===== src/rtl/prefetcher_pkg.sv =====
// Shared opcode and error-code definitions for the prefetch data queue.
package prefetcher_pkg;

  typedef enum logic [2:0] {
    NOP        = 3'd0,
    INVALIDATE = 3'd1,
    READ       = 3'd2,
    WRITE_REQ  = 3'd3,
    WRITE_RESP = 3'd4
  } opcode_e;

  localparam logic [1:0] ERR_NONE      = 2'd0;
  localparam logic [1:0] ERR_UNMATCHED = 2'd1;
  localparam logic [1:0] ERR_FULL      = 2'd2;
  localparam logic [1:0] ERR_ILLEGAL   = 2'd3;

endpackage


===== src/rtl/prefetcher_addr_match.sv =====
// Priority CAM lookup: returns the qualified matching entry nearest the queue head.
module prefetcher_addr_match #(
  parameter int LOG_QUEUE_SIZE = 3,
  parameter int ADDR_BITS      = 64
) (
  input  logic [ADDR_BITS-1:0]      entryAddr [1<<LOG_QUEUE_SIZE],
  input  logic [(1<<LOG_QUEUE_SIZE)-1:0] validMask,
  input  logic [(1<<LOG_QUEUE_SIZE)-1:0] qualMask,
  input  logic [LOG_QUEUE_SIZE-1:0] headPtr,
  input  logic [ADDR_BITS-1:0]      key,
  output logic                      addrHit,
  output logic [LOG_QUEUE_SIZE-1:0] addrIdx
);

  localparam int QS = 1 << LOG_QUEUE_SIZE;

  logic [LOG_QUEUE_SIZE-1:0] idx;

  // Scan from the far end toward head so the last hit written is the nearest one.
  always_comb begin
    addrHit = 1'b0;
    addrIdx = '0;
    idx     = '0;
    for (int k = QS - 1; k >= 0; k--) begin
      idx = headPtr + LOG_QUEUE_SIZE'(k);
      if (validMask[idx] && qualMask[idx] && (entryAddr[idx] == key)) begin
        addrHit = 1'b1;
        addrIdx = idx;
      end
    end
  end

endmodule


===== src/rtl/prefetcher_data.sv =====
// Prefetch data queue: circular FIFO of block entries with CAM lookup, fill and read-pop.
// Optional build macro PREFETCHER_DATA_ASSERT_EN compiles in runtime assertions.
module prefetcher_data
  import prefetcher_pkg::*;
#(
  parameter int LOG_QUEUE_SIZE       = 3,
  parameter int LOG_BLOCK_DATA_BYTES = 3,
  parameter int ADDR_BITS            = 64,
  localparam int BLOCK_DATA_SIZE_BITS = 8 * (1 << LOG_BLOCK_DATA_BYTES)
) (
  input  logic                          clk,
  input  logic                          resetN,
  input  logic [0:ADDR_BITS-1]          reqAddr,
  input  logic [0:BLOCK_DATA_SIZE_BITS-1] reqData,
  input  logic [0:2]                    reqOpcode,
  input  logic [0:LOG_QUEUE_SIZE-1]     crs_almostFullSpacer,
  output logic                          respValid,
  output logic [0:BLOCK_DATA_SIZE_BITS-1] respData,
  output logic [0:LOG_QUEUE_SIZE]       outstandingReqCnt,
  output logic                          almostFull,
  output logic [0:1]                    errorCode
);

  localparam int QS = 1 << LOG_QUEUE_SIZE;
  localparam int DW = BLOCK_DATA_SIZE_BITS;
  localparam logic [LOG_QUEUE_SIZE:0] QS_CNT = (LOG_QUEUE_SIZE+1)'(QS);

  logic [QS-1:0]             valid_q, valid_d;
  logic [QS-1:0]             dvalid_q, dvalid_d;
  logic [QS-1:0]             outst_q, outst_d;
  logic [ADDR_BITS-1:0]      addr_q [QS];
  logic [ADDR_BITS-1:0]      addr_d [QS];
  logic [DW-1:0]             data_q [QS];
  logic [DW-1:0]             data_d [QS];
  logic [LOG_QUEUE_SIZE-1:0] head_q, head_d;
  logic [LOG_QUEUE_SIZE-1:0] tail_q, tail_d;
  logic [LOG_QUEUE_SIZE:0]   valid_cnt_q, valid_cnt_d;
  logic [LOG_QUEUE_SIZE:0]   outst_cnt_q, outst_cnt_d;
  logic                      resp_valid_q, resp_valid_d;
  logic [DW-1:0]             resp_data_q, resp_data_d;
  logic [1:0]                err_q, err_d;

  logic [ADDR_BITS-1:0]      key;
  logic [QS-1:0]             qual;
  logic                      hit;
  logic [LOG_QUEUE_SIZE-1:0] hit_idx;
  logic [LOG_QUEUE_SIZE-1:0] head_p1;
  logic                      is_full;

  assign key     = reqAddr;
  assign head_p1 = head_q + 1'b1;
  assign is_full = (valid_cnt_q == QS_CNT);
  // Fill responses may only land on entries still waiting for data.
  assign qual    = (reqOpcode == WRITE_RESP) ? outst_q : {QS{1'b1}};

  prefetcher_addr_match #(
    .LOG_QUEUE_SIZE (LOG_QUEUE_SIZE),
    .ADDR_BITS      (ADDR_BITS)
  ) u_match (
    .entryAddr (addr_q),
    .validMask (valid_q),
    .qualMask  (qual),
    .headPtr   (head_q),
    .key       (key),
    .addrHit   (hit),
    .addrIdx   (hit_idx)
  );

  always_comb begin
    valid_d      = valid_q;
    dvalid_d     = dvalid_q;
    outst_d      = outst_q;
    addr_d       = addr_q;
    data_d       = data_q;
    head_d       = head_q;
    tail_d       = tail_q;
    valid_cnt_d  = valid_cnt_q;
    outst_cnt_d  = outst_cnt_q;
    resp_valid_d = 1'b0;
    resp_data_d  = resp_data_q;
    err_d        = ERR_NONE;

    case (reqOpcode)
      NOP: ;
      INVALIDATE: begin
        if (hit) begin
          dvalid_d[hit_idx] = 1'b0;
          if (outst_q[hit_idx]) begin
            outst_d[hit_idx] = 1'b0;
            outst_cnt_d      = outst_cnt_q - 1'b1;
          end
        end
      end
      READ: begin
        if (hit && (hit_idx == head_q)) begin
          resp_valid_d = dvalid_q[head_q];
          if (dvalid_q[head_q]) resp_data_d = data_q[head_q];
        end else if (hit && (hit_idx == head_p1)) begin
          // A hit one past head retires the head entry.
          valid_d[head_q]  = 1'b0;
          dvalid_d[head_q] = 1'b0;
          outst_d[head_q]  = 1'b0;
          if (outst_q[head_q]) outst_cnt_d = outst_cnt_q - 1'b1;
          head_d       = head_p1;
          valid_cnt_d  = valid_cnt_q - 1'b1;
          resp_valid_d = dvalid_q[head_p1];
          if (dvalid_q[head_p1]) resp_data_d = data_q[head_p1];
        end
      end
      WRITE_REQ: begin
        if (is_full) begin
          err_d = ERR_FULL;
        end else begin
          valid_d[tail_q]  = 1'b1;
          dvalid_d[tail_q] = 1'b0;
          outst_d[tail_q]  = 1'b1;
          addr_d[tail_q]   = reqAddr;
          tail_d           = tail_q + 1'b1;
          valid_cnt_d      = valid_cnt_q + 1'b1;
          outst_cnt_d      = outst_cnt_q + 1'b1;
        end
      end
      WRITE_RESP: begin
        if (hit) begin
          data_d[hit_idx]   = reqData;
          dvalid_d[hit_idx] = 1'b1;
          outst_d[hit_idx]  = 1'b0;
          outst_cnt_d       = outst_cnt_q - 1'b1;
        end else begin
          err_d = ERR_UNMATCHED;
        end
      end
      default: err_d = ERR_ILLEGAL;
    endcase
  end

  always_ff @(posedge clk or negedge resetN) begin
    if (!resetN) begin
      valid_q      <= '0;
      dvalid_q     <= '0;
      outst_q      <= '0;
      for (int i = 0; i < QS; i++) begin
        addr_q[i] <= '0;
        data_q[i] <= '0;
      end
      head_q       <= '0;
      tail_q       <= '0;
      valid_cnt_q  <= '0;
      outst_cnt_q  <= '0;
      resp_valid_q <= 1'b0;
      resp_data_q  <= '0;
      err_q        <= ERR_NONE;
    end else begin
      valid_q      <= valid_d;
      dvalid_q     <= dvalid_d;
      outst_q      <= outst_d;
      addr_q       <= addr_d;
      data_q       <= data_d;
      head_q       <= head_d;
      tail_q       <= tail_d;
      valid_cnt_q  <= valid_cnt_d;
      outst_cnt_q  <= outst_cnt_d;
      resp_valid_q <= resp_valid_d;
      resp_data_q  <= resp_data_d;
      err_q        <= err_d;
    end
  end

  assign respValid         = resp_valid_q;
  assign respData          = resp_data_q;
  assign outstandingReqCnt = outst_cnt_q;
  assign errorCode         = err_q;
  assign almostFull        = (valid_cnt_q >= (QS_CNT - {1'b0, crs_almostFullSpacer}));

`ifdef PREFETCHER_DATA_ASSERT_EN
  a_cnt_bound: assert property (@(posedge clk) disable iff (!resetN)
    valid_cnt_q <= QS_CNT);
  a_outst_le_valid: assert property (@(posedge clk) disable iff (!resetN)
    outst_cnt_q <= valid_cnt_q);
  a_resp_after_read: assert property (@(posedge clk) disable iff (!resetN)
    respValid |-> ($past(reqOpcode) == READ));
  a_no_x_out: assert property (@(posedge clk) disable iff (!resetN)
    !$isunknown({respValid, respData, outstandingReqCnt, almostFull, errorCode}));
`endif

endmodule


===== config.mk =====
export PLATFORM = sky130hd
export DESIGN_NAME = prefetcher_data
export DESIGN_NICKNAME = d
export VERILOG_FILES = /design/src/rtl/prefetcher_pkg.sv /design/src/rtl/prefetcher_addr_match.sv /design/src/rtl/prefetcher_data.sv
export SDC_FILE = /design/constraint.sdc
export NUM_CORES = 2
export LEC_CHECK = 0
export CAP_MARGIN = 25
export CORE_UTILIZATION = 40
export CTS_CLUSTER_DIAMETER = 120
export DETAILED_ROUTE_END_ITERATION = 12
export REMOVE_ABC_BUFFERS = 1
export SLEW_MARGIN = 20
export SYNTH_ARGS = -nofsm -noshare
export SYNTH_HDL_FRONTEND = slang
export SYNTH_SLANG_ARGS = --single-unit

===== constraint.sdc =====
create_clock -name clk -period 13.35 [get_ports clk]
set_input_delay 1.335 -clock clk [delete_from_list [all_inputs] [get_ports clk]]
set_output_delay 1.335 -clock clk [all_outputs]
set_load 0.01 [all_outputs]

==> reports/results.ini <==
[detailed_routing]
wl_per_cell_um=40.6
dr.pass1.iters=6
ant_nets=0
route.detailed.drc=0
vias=68600
routed_via_density=6.87
wl_um=405000
drt_iter0_drc=7838

[sta]
fin_crit_ns=10.87
finalSetupViolations=0
hold_viol=0
setup_tns_ns=0
worst_pin_slew_ns=1.20
finClkSkew_ns=0.0384
fmax_mhz=92.0
rsz0062_at_grt=no
drv_slew=0
hold_slack_ns=0.467
slew-limit-headroom_pct=19.3
finalCritPeriodShare_pct=81.4

[grt]
grt_pass1_wl_um=561000
gr-usage-met1_pct=47.8
grt_busiest_layer=met2
grt_use_total_pct=36.7
first_global_vias=66100
met2_usage_pct=56.2
grt.overflow.total=0
antenna_found_initial=48
grt_use_met3_pct=8.04
grt_max_degree=184

[place]
dp_hpwl_um=296000
io_buffers=207
globalplace.congestion=1.10

[setup_path]
crit_path_end=addr_q[412]$_DFFE_PN0P_
arrival_ns=11.56
r2r-start=head_q[1]$_DFFE_PN0P_
end_kind=flop
crit_type=flop to flop
path_max_fanout=46
startpoint=head_q[1]$_DFFE_PN0P_
r2r_end=addr_q[412]$_DFFE_PN0P_
required_ns=14.04
rrSetupSlack_ns=2.48
start_kind=flop
r2r_cells=22

[floorplan]
rows=170
die_height_um=469
dieArea_um2=220000
die_width_um=469
coreArea_um2=215000
ios=208
initial_core_util_pct=40.4

[clock_network]
holdBufCountCts=0
clk_latency_ns=0.84
ctsResizeCount=0
cts_tree=yes
cts.htree.levels=4
cts_made_buffers=142
post_cts.repair.setup_buffers=0
cts.sinks=1129
clock_tree.root_cell=clkbuf_16
clkTransAtPathRegs_ns=0.06
clock_path_buffers=3

[logic_synthesis]
async_reset_ff_share_pct=100
synth-edff-count=0
synth_cells=7076
synthDominantCellAreaShare_pct=32.4
yosys_warnings=0
synth.most_common_cell=mux2_2
synth_flop_cell=dfrtp_1
ys_ff_latch=1129
synth_top_area_cell=dfrtp_1
ys_seq_area_share_pct=32.4
synth_common_cells=1145 x mux2_2, 1129 x dfrtp_1, 858 x mux4_2
synth.avg_cell_area_um2=12.3
syn_area_um2=87200
ys_types=101
synth_area_leaders=dfrtp_1 32%, mux4_2 22%, mux2_2 15%

[run]
cap_violations=0

[min_path]
hold_depth=1
min-delay-path-class=flop to flop

[layout]
areaGrowthSynthToFinish_pct=11.2
drive_gt1_share_pct=37.5
finalNetCount=7171
fillers=19600

[power_and_ir_drop]
vdd_drop_max_mv=0.121
clockPowerShare_pct=26.7
seqPwrFrac_pct=34.0
combPwrFrac_pct=39.3
internal_power_mw=9.02
switchingPower_mw=6.37
p_leak_nw=40.4
power.density_nw_per_um2=159
swShare_pct=41.4

[run_status]
status=completed

[cell type report]
cell class,instances,area (um2),area share [%]
Multi-Input combinational cell,5232,55700,57.5
Inverter,53,211,0.218
Clock buffer,190,3990,4.12
Tap cell,2838,3550,3.66
Sequential cell,1129,28300,29.2
Timing Repair Buffer,459,4240,4.37
Clock inverter,62,933,0.963
Antenna cell,25,62.6,0.0645
[placed cells by master (no fill, tap or decap), types with 28 or more instances in the layout]
master	n
a211oi_1	30
a21oi_1	81
a22oi_1	71
a31oi_1	72
and3_1	106
buf_4	224
clkbuf_16	142
clkdlybuf4s50_1	205
dfrtp_1	1126
inv_1	41
mux2_2	1145
mux2_4	77
mux2i_1	503
mux4_2	858
nand2_1	452
nand2b_1	43
nand3_1	113
nand4_1	89
nor2_1	148
nor2b_1	28
nor3_1	120
nor4_1	77
o21a_1	43
o21ai_0	108
o22ai_1	103
or3_1	31
xnor2_1	384
xor2_1	61
[cell families after synthesis]
| kind of cell | Yosys count | share of synthesized area [%] |
|---|---|---|
| AO/OA/AOI/OAI | 754 | 6.03 |
| AND/OR/NAND/NOR | 1417 | 8.53 |
| multiplexers | 2586 | 44.1 |
| flip-flops | 1129 | 32.4 |
| XOR/XNOR | 457 | 4.59 |
| adder cells (fa/ha/maj) | 18 | 0.276 |
| buffers and inverters | 715 | 4.03 |
[per-stage QoR]
step	area [um2]	power (mW)	worst slack [ns]	util, %	std cells
after floorplan	83800	8.06	-46.81	-	6414
after global placement	91700	11.0	2.67	42.6	9689
after detailed placement	91900	11.1	2.69	42.7	9708
after CTS	96900	15.2	2.69	44.9	9960
after global routing	96900	15.7	2.36	45.0	9969
final	97000	15.4	2.48	45.0	9988
[how the worst min path moves through the flow]
| stage | start | endpoint | slack (ns) |
|---|---|---|---|
| after floorplan | dvalid_q[6]$_DFFE_PN0P_ | dvalid_q[6]$_DFFE_PN0P_ | 0.46 |
| after detailed placement | outstandingReqCnt[0]$_DFFE_PN0P_ | outstandingReqCnt[0]$_DFFE_PN0P_ | 0.46 |
| after CTS | outstandingReqCnt[0]$_DFFE_PN0P_ | outstandingReqCnt[0]$_DFFE_PN0P_ | 0.47 |
| after global placement | outstandingReqCnt[0]$_DFFE_PN0P_ | outstandingReqCnt[0]$_DFFE_PN0P_ | 0.46 |
| after global routing | outstandingReqCnt[0]$_DFFE_PN0P_ | outstandingReqCnt[0]$_DFFE_PN0P_ | 0.48 |
| final | outstandingReqCnt[0]$_DFFE_PN0P_ | outstandingReqCnt[0]$_DFFE_PN0P_ | 0.47 |
[power by group through the flow]
stage / clock (mW) / sequential (mW) / combinational [mW]
after floorplan: 0 / 4.71 / 3.35
after global placement: 0 / 5.19 / 5.81
after detailed placement: 0 / 5.22 / 5.83
after CTS: 4.19 / 5.17 / 5.87
after global routing: 4.32 / 5.33 / 6.10
final: 4.11 / 5.24 / 6.05
[layer usage]
| layer | share of wire [%] | wire length, um | vias to the layer above |
|---|---|---|---|
| met1 | 40 | 160000 | 36400 |
| met2 | 45 | 182000 | 3763 |
| met3 | 8.3 | 33600 | 834 |
| met5 | 0.086 | 350 | - |
| met4 | 7.2 | 29000 | 52 |
| li1 | - | - | 27500 |
[critical path, cell delays in order, from the launching register on]
cell and delay [ns]:
dfrtp_4 0.78, clkinv_1 0.53, buf_4 0.38, ha_4 0.55, buf_4 0.51, buf_4 0.71
mux4_2 0.41, mux2i_1 0.22, xnor2_1 0.18, nor4_1 0.88, or4b_1 0.50, nor4_1 0.36
nand3_1 0.56, mux2_4 0.47, a311o_1 0.43, o31ai_2 0.23, nand4b_2 0.18, nor3b_4 0.57
a211oi_1 0.13, buf_4 0.25, or4_4 0.80, buf_4 0.53, mux2_4 0.38
[sequential cells by signal, summed over array words and instances (netlist names)]
name,cells
errorCode,2
outstandingReqCnt,4
addr_q,512
valid_cnt_q,4
tail_q,3
dvalid_q,8
head_q,3
respData,64
data_q,512
outst_q,8
valid_q,8
respValid,1
(Power assumes the default switching activity.)
==> edit, RTL diff (config.mk and constraints unchanged) <==
Change the parameter `LOG_BLOCK_DATA_BYTES` from 3 to 4.
--- a/src/rtl/prefetcher_data.sv
+++ b/src/rtl/prefetcher_data.sv
@@ -4,7 +4,7 @@
   import prefetcher_pkg::*;
 #(
   parameter int LOG_QUEUE_SIZE       = 3,
-  parameter int LOG_BLOCK_DATA_BYTES = 3,
+  parameter int LOG_BLOCK_DATA_BYTES = 4,
   parameter int ADDR_BITS            = 64,
   localparam int BLOCK_DATA_SIZE_BITS = 8 * (1 << LOG_BLOCK_DATA_BYTES)
 ) (
Interface: changed (resized reqData and respData); port bits go from 208 to 336. No check against the original RTL was run, so the function may have changed too.
==> edit against the unedited design <==
Total power up 25%. Area after synthesis up 34%. Highest routed layer unchanged. Largest cell class unchanged. Count of clock-buffer cells in the layout up 95. Core utilization about the same. Synthesized cell count up 30%. Sequential cell count up 576. Wire length up 18%. Combinational power up 3.5%. Final cell count up 33%. Design area up 34%. Setup slack better by 1500 ps.
==> edit: results (changes against the unedited design) <==
stage,metric,value,unit,change
run_status,status,finished clean,,
finish,max reg flops,1024,,
routing,Initial DRT Pass Iterations,5,,-1
worst_setup_path,crit path from,head_q[0],,
routing,Routed wire per std cell,36.2,um,-11%
placement,GP Congestion,1.12,,+1.8%
min_path,worst hold-check path type,input pin to async pin,,
logic_synthesis,sequential element share of the synthesized area,36.6,%,+4.2 points
routing,Vias,86500,,+26%
cts,clk slew on worst S/H paths,60,ps,about the same
pwr,static leakage,55.8,nW,+38%
logic_synthesis,Synth warnings,0,,unchanged
finish,fill count,25900,,+32%
timing,Tightest Pin Transition,1270,ps,+66.8 ps
flow_run,max_cap viols,0,,unchanged
cts,cts bufs inserted,200,,+41%
grt,first-pass GRT wire length,684,mm,+22%
grt,Overall Global Routing Usage,32.5,%,-4.2 points
routing,drt first-iter violations,8660,,+10%
finish,layout cells sized above 1,30.6,%,-6.9 points
finish,fin util,45.0,%,about the same
timing,clock skew,92.5,ps,+54.1 ps
placement,Placement Setup Slack,4000,ps,+1310 ps
worst_setup_path,Slowest cell on crit path,nor4bb_1,,
placement,area of placed instances,0.123,mm2,+34%
logic_synthesis,Synth cell types,124,,+23%
placement,# port buffers,335,,+62%
cts,Clock Latency Late Sink,920,ps,+80 ps
worst_setup_path,RR Startpoint,head_q[0],,
cts,post-CTS sizing,0,,unchanged
finish,Finished Layout Cells,13300,,+33%
placement,Detailed Place HPWL,340,mm,+15%
grt,largest net degree at the start of global routing,207,,+13%
cts,clock buffer depth,4,,+1
cts,Post-CTS Setup Bufs,0,,unchanged
cts,Root Buffer,clkbuf_16,,
logic_synthesis,Avg Inst Size Synth,12.7,um2,+2.8%
worst_setup_path,crit-path max cell delay,920,ps,+40 ps
cts,level count of the clock H-tree,4,,unchanged
logic_synthesis,Synth area leaders,"dfrtp_1 37%, mux4_2 21%, mux2_2 8.9%",,
pwr,maximum vdd drop,0.128,mV,+5.5%
logic_synthesis,most instantiated cells after synthesis,"1,705 x dfrtp_1, 1,108 x mux4_2, 923 x nand2_1",,
finish,Post-layout nets,9420,,+31%
worst_setup_path,CP max FO,87,,+89%
worst_setup_path,"Arr. time, crit path",10120,ps,-1440 ps
timing,Setup-failing EPs final,0,,unchanged
logic_synthesis,post-synthesis async set-or-reset flop share,100,%,unchanged
finish,Top reg by flops,data_q,,
grt,initial antenna violation count,74,,+54%
worst_setup_path,critical path's top delay family,simple AND/OR/NAND/NOR gates,,
-- edit: final timing paths --
check | end | slack (ps) | cells after the start
min | data_q[548] | 340 | 1
min in group clk | respData[44] | 480 | 2
max in group asynchronous | addr_q[423] | 10010 | 4
max | outstandingReqCnt[1] | 4010 | 17
min reg2reg | respData[44] | 480 | 2
max reg2reg | outstandingReqCnt[1] | 4010 | 17
-- edit: cell type report --
type	count	area share, %
diodes	26	0.0500
clock buffers	285	4.52
clock inverters	71	0.744
inverters	60	0.183
multi-input cells	6613	53.4
flip-flops and latches	1705	32.8
well taps	3880	3.73
repair buffers	622	4.63
-- edit: power breakdown --
group,switching [mW],internal [mW]
sequential,1.35,5.80
combinational,3.56,2.70
clock,2.35,3.41
-- edit: cell families (layout without fill, tap and decap cells) --
group,count (synthesis),in the layout,share of synthesized area (%)
flip-flops,1705,1705,36.6
XOR/XNOR,432,432,3.26
multiplexers,3232,3232,42.0
adder cells (fa/ha/maj),18,18,0.206
AO/OA/AOI/OAI,925,925,5.33
AND/OR/NAND/NOR,2006,2006,8.37
other,0,26,0
buffers and inverters,891,1038,4.21
-- edit: worst register-to-register path, cell delays in order (launching register included) --
cell       delay, ps
dfrtp_4          600
buf_4            580
buf_12           540
buf_4            870
nor2_2           430
a22oi_1          380
a21o_1           300
nor4bb_1         920
nand4_1          620
nor4_1           800
nand4bb_4        720
mux2i_1          830
a211oi_1          90
mux2i_1          230
a211oi_1         110
or4_4            600
o211ai_2         310
mux2_1           360
-- edit: per-layer routing --
metal / share of wire [%] / GRT usage (%)
met3: 8.3 / 7.56
met5: 0.10 / 0
met2: 45 / 49.8
met1: 40 / 42.6
met4: 6.4 / 17.5
